<file path="src/rtl/autosa_glb_pkg.sv">
// Shared definitions for the per-unit done-interrupt trackers:
// tracker state encoding, ping-pong group index type and a helper
// that turns a group index into its one-hot done/clear bit.
package autosa_glb_pkg;

   localparam int AUTOSA_NUM_GRP = 2;

   typedef enum logic [1:0] {
      IDLE  = 2'd0,
      RUN   = 2'd1,
      DRAIN = 2'd2,
      DONE  = 2'd3
   } autosa_state_e;

   typedef logic autosa_grp_t;

   // One-hot bit for a register group, used for the done pulse and the op_en clear.
   function automatic logic [AUTOSA_NUM_GRP-1:0] grp_onehot(input autosa_grp_t grp);
      logic [AUTOSA_NUM_GRP-1:0] vec;
      vec      = '0;
      vec[grp] = 1'b1;
      return vec;
   endfunction

endpackage

</file>
<file path="src/rtl/autosa_outs_cnt.sv">
// Up/down saturating counter of outstanding memory writes.
// Only instantiated when AUTOSA_DONE_INTR_WAIT_RSP_EN is defined.
// cnt_nxt exposes the value the counter takes at the next edge so the
// tracker can leave DRAIN in the same cycle as the final response.
// underflow/overflow are single-cycle flags for an illegal response or a
// request arriving while the counter is already full.
module autosa_outs_cnt #(
   parameter int OUTS_W = 8
) (
   input  logic              clk,
   input  logic              rst,
   input  logic              inc,
   input  logic              dec,
   output logic [OUTS_W-1:0] cnt,
   output logic [OUTS_W-1:0] cnt_nxt,
   output logic              underflow,
   output logic              overflow
);

   // Next count: a request and a response in the same cycle cancel out;
   // a response at zero or a request at full leaves the count where it is.
   always_comb begin
      cnt_nxt   = cnt;
      underflow = 1'b0;
      overflow  = 1'b0;
      if (inc && !dec) begin
         if (cnt == '1) begin
            overflow = 1'b1;
         end else begin
            cnt_nxt = cnt + OUTS_W'(1);
         end
      end else if (dec && !inc) begin
         if (cnt == '0) begin
            underflow = 1'b1;
         end else begin
            cnt_nxt = cnt - OUTS_W'(1);
         end
      end
   end

   // Counter register, cleared by the synchronous reset.
   always_ff @(posedge clk) begin
      if (rst) begin
         cnt <= '0;
      end else begin
         cnt <= cnt_nxt;
      end
   end

endmodule

</file>
<file path="src/rtl/autosa_unit_done_intr.sv">
// Per-unit completion tracker producing the 2-bit done interrupt pulse for
// the global interrupt controller. It follows the unit's ping-pong register
// groups: start on the active group's op_en, count output beats up to the
// latched length, optionally drain outstanding writes, then pulse done and
// op_en_clr for that group and move the pointer to the other group.
// Build option: AUTOSA_DONE_INTR_WAIT_RSP_EN makes DRAIN wait for every
// write response; without it DRAIN lasts exactly one cycle and the write
// request/response inputs are ignored.
module autosa_unit_done_intr
   import autosa_glb_pkg::*;
#(
   parameter int CNT_W  = 24,
   parameter int OUTS_W = 8
) (
   input  logic                      autosa_core_clk,
   input  logic                      autosa_core_rst,
   input  logic [AUTOSA_NUM_GRP-1:0] reg2dp_op_en,
   input  logic [CNT_W-1:0]          reg2dp_len0,
   input  logic [CNT_W-1:0]          reg2dp_len1,
   input  logic                      beat_vld,
   input  logic                      wr_req_acc,
   input  logic                      wr_rsp,
   output logic [AUTOSA_NUM_GRP-1:0] done_intr_pd,
   output logic [AUTOSA_NUM_GRP-1:0] op_en_clr,
   output logic                      cur_grp,
   output logic                      busy,
   output logic                      err
);

   autosa_state_e    state;
   autosa_grp_t      grp_q;
   logic [CNT_W-1:0] len_q;
   logic [CNT_W-1:0] beat_cnt;
   logic [CNT_W-1:0] sel_len;
   logic             outs_zero_nxt;
   logic             outs_err;

`ifdef AUTOSA_DONE_INTR_WAIT_RSP_EN
   logic [OUTS_W-1:0] outs_cnt;
   logic [OUTS_W-1:0] outs_cnt_nxt;
   logic              outs_underflow;
   logic              outs_overflow;

   autosa_outs_cnt #(
      .OUTS_W (OUTS_W)
   ) u_outs_cnt (
      .clk       (autosa_core_clk),
      .rst       (autosa_core_rst),
      .inc       (wr_req_acc),
      .dec       (wr_rsp),
      .cnt       (outs_cnt),
      .cnt_nxt   (outs_cnt_nxt),
      .underflow (outs_underflow),
      .overflow  (outs_overflow)
   );

   // Drain completes on the cycle whose post-edge outstanding count is zero.
   always_comb begin
      outs_zero_nxt = (outs_cnt_nxt == '0);
      outs_err      = outs_underflow | outs_overflow;
   end
`else
   logic [OUTS_W-1:0] unused_outs;
   logic              unused_wr;

   assign unused_outs = '0;
   assign unused_wr   = wr_req_acc ^ wr_rsp;

   // Without response tracking DRAIN is a fixed one-cycle stage.
   always_comb begin
      outs_zero_nxt = 1'b1;
      outs_err      = 1'b0;
   end
`endif

   // Length of the group the pointer currently selects, latched on start.
   always_comb begin
      sel_len = grp_q ? reg2dp_len1 : reg2dp_len0;
   end

   // Tracker FSM plus pointer, beat counter and sticky error.
   always_ff @(posedge autosa_core_clk) begin
      if (autosa_core_rst) begin
         state    <= IDLE;
         grp_q    <= 1'b0;
         len_q    <= '0;
         beat_cnt <= '0;
         err      <= 1'b0;
      end else begin
         if ((beat_vld && (state != RUN)) || outs_err) begin
            err <= 1'b1;
         end
         case (state)
            IDLE: begin
               if (reg2dp_op_en[grp_q]) begin
                  len_q    <= sel_len;
                  beat_cnt <= '0;
                  state    <= (sel_len != '0) ? RUN : DRAIN;
               end
            end
            RUN: begin
               if (beat_vld) begin
                  beat_cnt <= beat_cnt + CNT_W'(1);
                  if ((beat_cnt + CNT_W'(1)) == len_q) begin
                     state <= DRAIN;
                  end
               end
            end
            DRAIN: begin
               if (outs_zero_nxt) begin
                  state <= DONE;
               end
            end
            DONE: begin
               grp_q <= ~grp_q;
               state <= IDLE;
            end
            default: begin
               state <= IDLE;
            end
         endcase
      end
   end

   // Outputs decoded purely from registered state: no input reaches an output.
   always_comb begin
      done_intr_pd = (state == DONE) ? grp_onehot(grp_q) : '0;
      op_en_clr    = (state == DONE) ? grp_onehot(grp_q) : '0;
      cur_grp      = grp_q;
      busy         = (state != IDLE);
   end

endmodule

</file>
<file path="config.mk">
export PLATFORM = sky130hd
export DESIGN_NAME = autosa_unit_done_intr
export DESIGN_NICKNAME = d
export VERILOG_FILES = /design/src/rtl/autosa_glb_pkg.sv /design/src/rtl/autosa_outs_cnt.sv /design/src/rtl/autosa_unit_done_intr.sv
export SDC_FILE = /design/constraint.sdc
export NUM_CORES = 1
export LEC_CHECK = 0
export CAP_MARGIN = 20
export CORE_MARGIN = 2
export CORE_UTILIZATION = 30
export CTS_CLUSTER_SIZE = 20
export DETAILED_ROUTE_END_ITERATION = 10
export DONT_BUFFER_PORTS = 1
export GPL_ROUTABILITY_DRIVEN = 0
export PLACE_DENSITY = 0.54
export SKIP_LAST_GASP = 1
export SLEW_MARGIN = 20
export SYNTH_ARGS = -nofsm -noshare
export SYNTH_HDL_FRONTEND = slang
export SYNTH_HIERARCHICAL = 1
export SYNTH_SLANG_ARGS = --single-unit
</file>
<file path="constraint.sdc">
create_clock -name autosa_core_clk -period 3.1 [get_ports autosa_core_clk]
set_input_delay 0.465 -clock autosa_core_clk [delete_from_list [all_inputs] [get_ports autosa_core_clk]]
set_output_delay 0.465 -clock autosa_core_clk [all_outputs]
set_load 0.03 [all_outputs]
</file>
## Yosys cells after proc, flatten, opt, wreduce, memory -nomap -nowiden

Index checks and enable logic that the tools add are counted.
W data, S select, Z words.

- Equal/unequal tests: 8
- Reduce and logical (&&, ||, !) cells: 9
- Multiplexer cells: 14
- Bitwise logic cells: 1
- Order comparisons: 2
- Add/sub/neg operators: 1

Operators by type and width:

| cell | number |
|---|---|
| $mux W24 | 3 |
| $pmux W24 S2 | 1 |
| $add A24 B1 Y24 const B | 1 |
| $eq A24 B24 Y1 | 1 |
| $reduce_bool A24 Y1 | 1 |
| $mux W2 | 5 |
| $pmux W2 S4 | 1 |
| $ne A2 B2 Y1 const B | 3 |
| $reduce_and A3 Y1 | 2 |
| $eq A2 B2 Y1 const B | 2 |
| $reduce_bool A2 Y1 | 2 |
| $mux W1 | 3 |
| $eq A2 B1 Y1 const B | 1 |
| $logic_and A1 B1 Y1 | 2 |
| $logic_not A2 Y1 | 1 |
| $lt A1 B2 Y1 const B | 1 |
| $ne A2 B1 Y1 const B | 1 |
| $reduce_and A2 Y1 | 1 |
| $demux W1 S1 | 1 |
| $ge A1 B1 Y1 const B | 1 |
| $not A1 Y1 | 1 |

- Word-level logic and storage cells: 40
- Flip-flop bits (word level): 52

## Logic depth before layout (Yosys ltp)

Gate-level depths: netlist (run 1).

- Word-level depth: 5
- Gate-level depth with buffers: 11

## Least setup slack after synthesis (run 1)

Ideal clock, no wire load.

- Path kind: reg2reg
- Start: register beat_cnt[0]
- End: register state[0]
- Cell stages (with the launch flop): 11
- Buffers on the path: 1
- Arrival: 2.782 ns
- Period minus slack after synthesis: 2.849 ns
- Path slack: 0.251 ns
- Data required time: 3.033 ns
- Cells stage by stage: dfxtp_1 ha_1 and3_1 buf_4 nand3_2 or4b_1 a222oi_1 nand4_1 or4_4 a21o_1 a21oi_2

- Longest elaborated chain between the ends: 4

RTL lines:

| what | RTL line | source |
|---|---|---|
| start: declaration | autosa_unit_done_intr.sv:33 | `logic [CNT_W-1:0] beat_cnt;` |
| start signal: assignment | autosa_unit_done_intr.sv:103 | `beat_cnt <= beat_cnt + CNT_W'(1);` |
| $add A24 B1 Y24 | autosa_unit_done_intr.sv:104 | `if ((beat_cnt + CNT_W'(1)) == len_q) begin` |
| $eq A24 B24 Y1 | autosa_unit_done_intr.sv:104 |  |
| $ne A2 B2 Y1 (no source line) | n/a |  |
| $reduce_and A3 Y1 (no source line) | n/a |  |
| end signal: assignment | autosa_unit_done_intr.sv:98 | `state <= (sel_len != '0) ? RUN : DRAIN;` |
| end: declaration | autosa_unit_done_intr.sv:30 | `autosa_state_e state;` |

No other way between the ends.
A chain may end at the register's enable or synchronous reset.

## Worst setup path after layout (run 1)

- Start: register beat_cnt[8]
- End: register state[0]

The elaborated chain is that of the path after synthesis.

==> metrics.txt, run 1 <==
Worst Tran Pin Value=773 ps; Core Area=11400 um2; grt ovf=0; IO buf count=0; HP Class=in -> reg; Synth area leaders=dfxtp_1, mux2i_1, a211oi_1; slowest stage cell, crit path=or4_4; Top delay family on crit path=simple AND/OR/NAND/NOR gates; Die X=between 100 and 150 um; Cells after Synth=between 400 and 500; Via density=between 5 and 6; number of DRC markers in iteration 0=141; share of layout cells above drive strength 1=9.98%; Final period util=94.8%; Clk Latency, worst-skew pair=about 290 ps; area of the multi-input gates=about 2200 um2; Net Count, Synth=between 500 and 600; # Max-Cap Violations=0; post-synth top area share=between 20 and 30%; CP Capture Type=flop; routed via count=~3200; fill cell count=~1200; Worst-path clk slew=70 ps; CTS tree=yes; CTS resizes=0; Pwr Total=between 0.002 and 0.003 W; Crit path buffers/inverters=0; nets=around 490; Post-CTS Setup Bufs=0; FF+latch count, synth=52; fin. max-slew vios=0; Reg area=roughly 1000 um2; vias in the first global route=3093; CTS buffer count=5; post-route minimum period=around 2900 ps; design area=3820 um2; DRT Wirelength=9530 um; IO Count=62; post-synthesis sequential area ratio=between 20% and 30%; Starting Density=between 30% and 40%; CP cell instances=nand4_4, o31a_1, or4_4, a211oi_2, nand4_1, or4_4, a21o_1, a21oi_2; distinct cell type count after synthesis=54; ys flop type=dfxtp_1; GRT Total Usage=between 10% and 20%; Setup TNS=0 ps; cell type with the largest total area after synthesis=dfxtp_1; crit path launch type=flop; most frequent cell after synthesis=nor2_1; first-pass GRT wire length=approximately 15000 um; initial antenna violation count=0; clock skew=7.25 ps; yosys warns=6; Synth async-reset ratio=0%; Mapped Avg Cell Area=7.93 um2; crit path kind=reg -> reg; maximum operating frequency=~0.34 GHz; H-Tree Depth=2; DR pass1 iterations=5; CTS Root Cell=clkbuf_16; worst ir drop on vdd=0.000318 V; Post-DP HPWL=a little over 7000 um; # diodes=0; largest net degree at the start of global routing=53; Die ar.=~13000 um2; Post-synth top cells=nor2_1, dfxtp_1, a211oi_1; Mapped Area=roughly 3500 um2; Worst Path Max Fanout=10; Post-CTS Hold Fix Bufs=0; Finish-stage setup viols=0; status=completed; DRT antenna net count=0; clock sink count=between 50 and 60; leakage=~1.2 nW; P&R area growth vs syn=9.31%; Die H=about 110 um; Placed Area=~3600 um2; Clock Path Buffers=2; CP Data Arrival Time=approximately 3200 ps; pwr dens=~680 nW/um2; number of synthesized flops with an enable pin=0; Fin. Hold Viols=0; Max stage delay on crit path=590 ps; # DRC=0; CP required=between 3000 and 4000 ps; DR WL/cell=between 15 and 20 um; CP most frequent cell=or4_4; RSZ-0062 raised after global routing=false; Relative slew margins=about half; row count=39
## placed cells by master, fill, tap and decap left out, types with 13 or more instances in the layout
master / Yosys / routed
dfxtp_1: 52 / 51
a211oi_1: 29 / 29
o21ai_0: 28 / 28
nor4_1: 13 / 13
a21oi_1: 28 / 28
mux2i_1: 27 / 27
nor2_1: 58 / 57
nand2_1: 24 / 24
xnor2_1: 19 / 19
buf_4: 12 / 21
## path summary, 6_finish.rpt
kind         slack (ps)                        end  cells past startpoint                 startpoint
max                 160      state[0]$_SDFFE_PP0P_                      8   beat_cnt[8]$_SDFFE_PP0P_
min                 230      state[0]$_SDFFE_PP0P_                      1            autosa_core_rst
max reg2reg         160      state[0]$_SDFFE_PP0P_                      8   beat_cnt[8]$_SDFFE_PP0P_
min reg2reg         500  beat_cnt[23]$_SDFFE_PP0P_                      1  beat_cnt[23]$_SDFFE_PP0P_
## logic make-up after synthesis
group / synth area share (%)
AO/OA/AOI/OAI: 21.0
XOR/XNOR: 6.51
adder cells (fa/ha/maj): 2.15
buffers and inverters: 6.44
flip-flops: 29.8
multiplexers: 8.05
AND/OR/NAND/NOR: 26.1
## layout make-up
cell class	instances	area share (%)
well taps	143	4.68
clock buffers	7	3.99
clock inverters	1	0.786
inverters	6	0.589
repair buffers	21	4.13
flip-flops and latches	52	27.3
multi-input cells	344	58.5
## worst register-to-register path, cell delays in order (launching register included)
cell and delay (ps):
dfxtp_1 520, nand4_4 260, o31a_1 320, or4_4 520, a211oi_2 230, nand4_1 120
or4_4 590, a21o_1 210, a21oi_2 120
## through the flow
step	hold WS (ps)	util [%]	setup slack (ps)	cells
2_1_floorplan	469	-	251	441
3_3_place_gp	476	31.9	239	566
3_5_place_dp	486	31.9	194	566
4_1_cts	225	33.5	174	574
5_1_grt	215	33.5	23.3	574
6_report	228	33.5	162	574
## where the power goes
group	internal, W	switching, W
Combinational	0.000397	0.000595
Clock	0.000426	0.000256
Sequential	0.000796	0.000118
## flip-flops by register name, indices dropped and copies added (netlist names)
signal and cells:
beat_cnt 24, cur_grp 1, state 2, err 1
len_q 24
## layer usage
metal / vias to the layer above / GRT usage, % / wire length (um)
li1: 1613 / - / -
met1: 1474 / 18.8 / 4300
met2: 76 / 27.7 / 4740
met3: 7 / 2.29 / 394
met4: 0 / 4.07 / 101
met5: - / 0 / 0
Note: power is estimated with default switching activity, not from simulation.
==> run 2: changes to the inputs <==
--- a/config.mk
+++ b/config.mk
@@ -5,7 +5,7 @@
 export SDC_FILE = /design/constraint.sdc
 export NUM_CORES = 1
 export LEC_CHECK = 0
-export CAP_MARGIN = 20
+export CAP_MARGIN = 0
 export CORE_MARGIN = 2
 export CORE_UTILIZATION = 30
 export CTS_CLUSTER_SIZE = 20
==> results of run 2 <==
Final layout, timing and power as in run 1 (identical DEF).
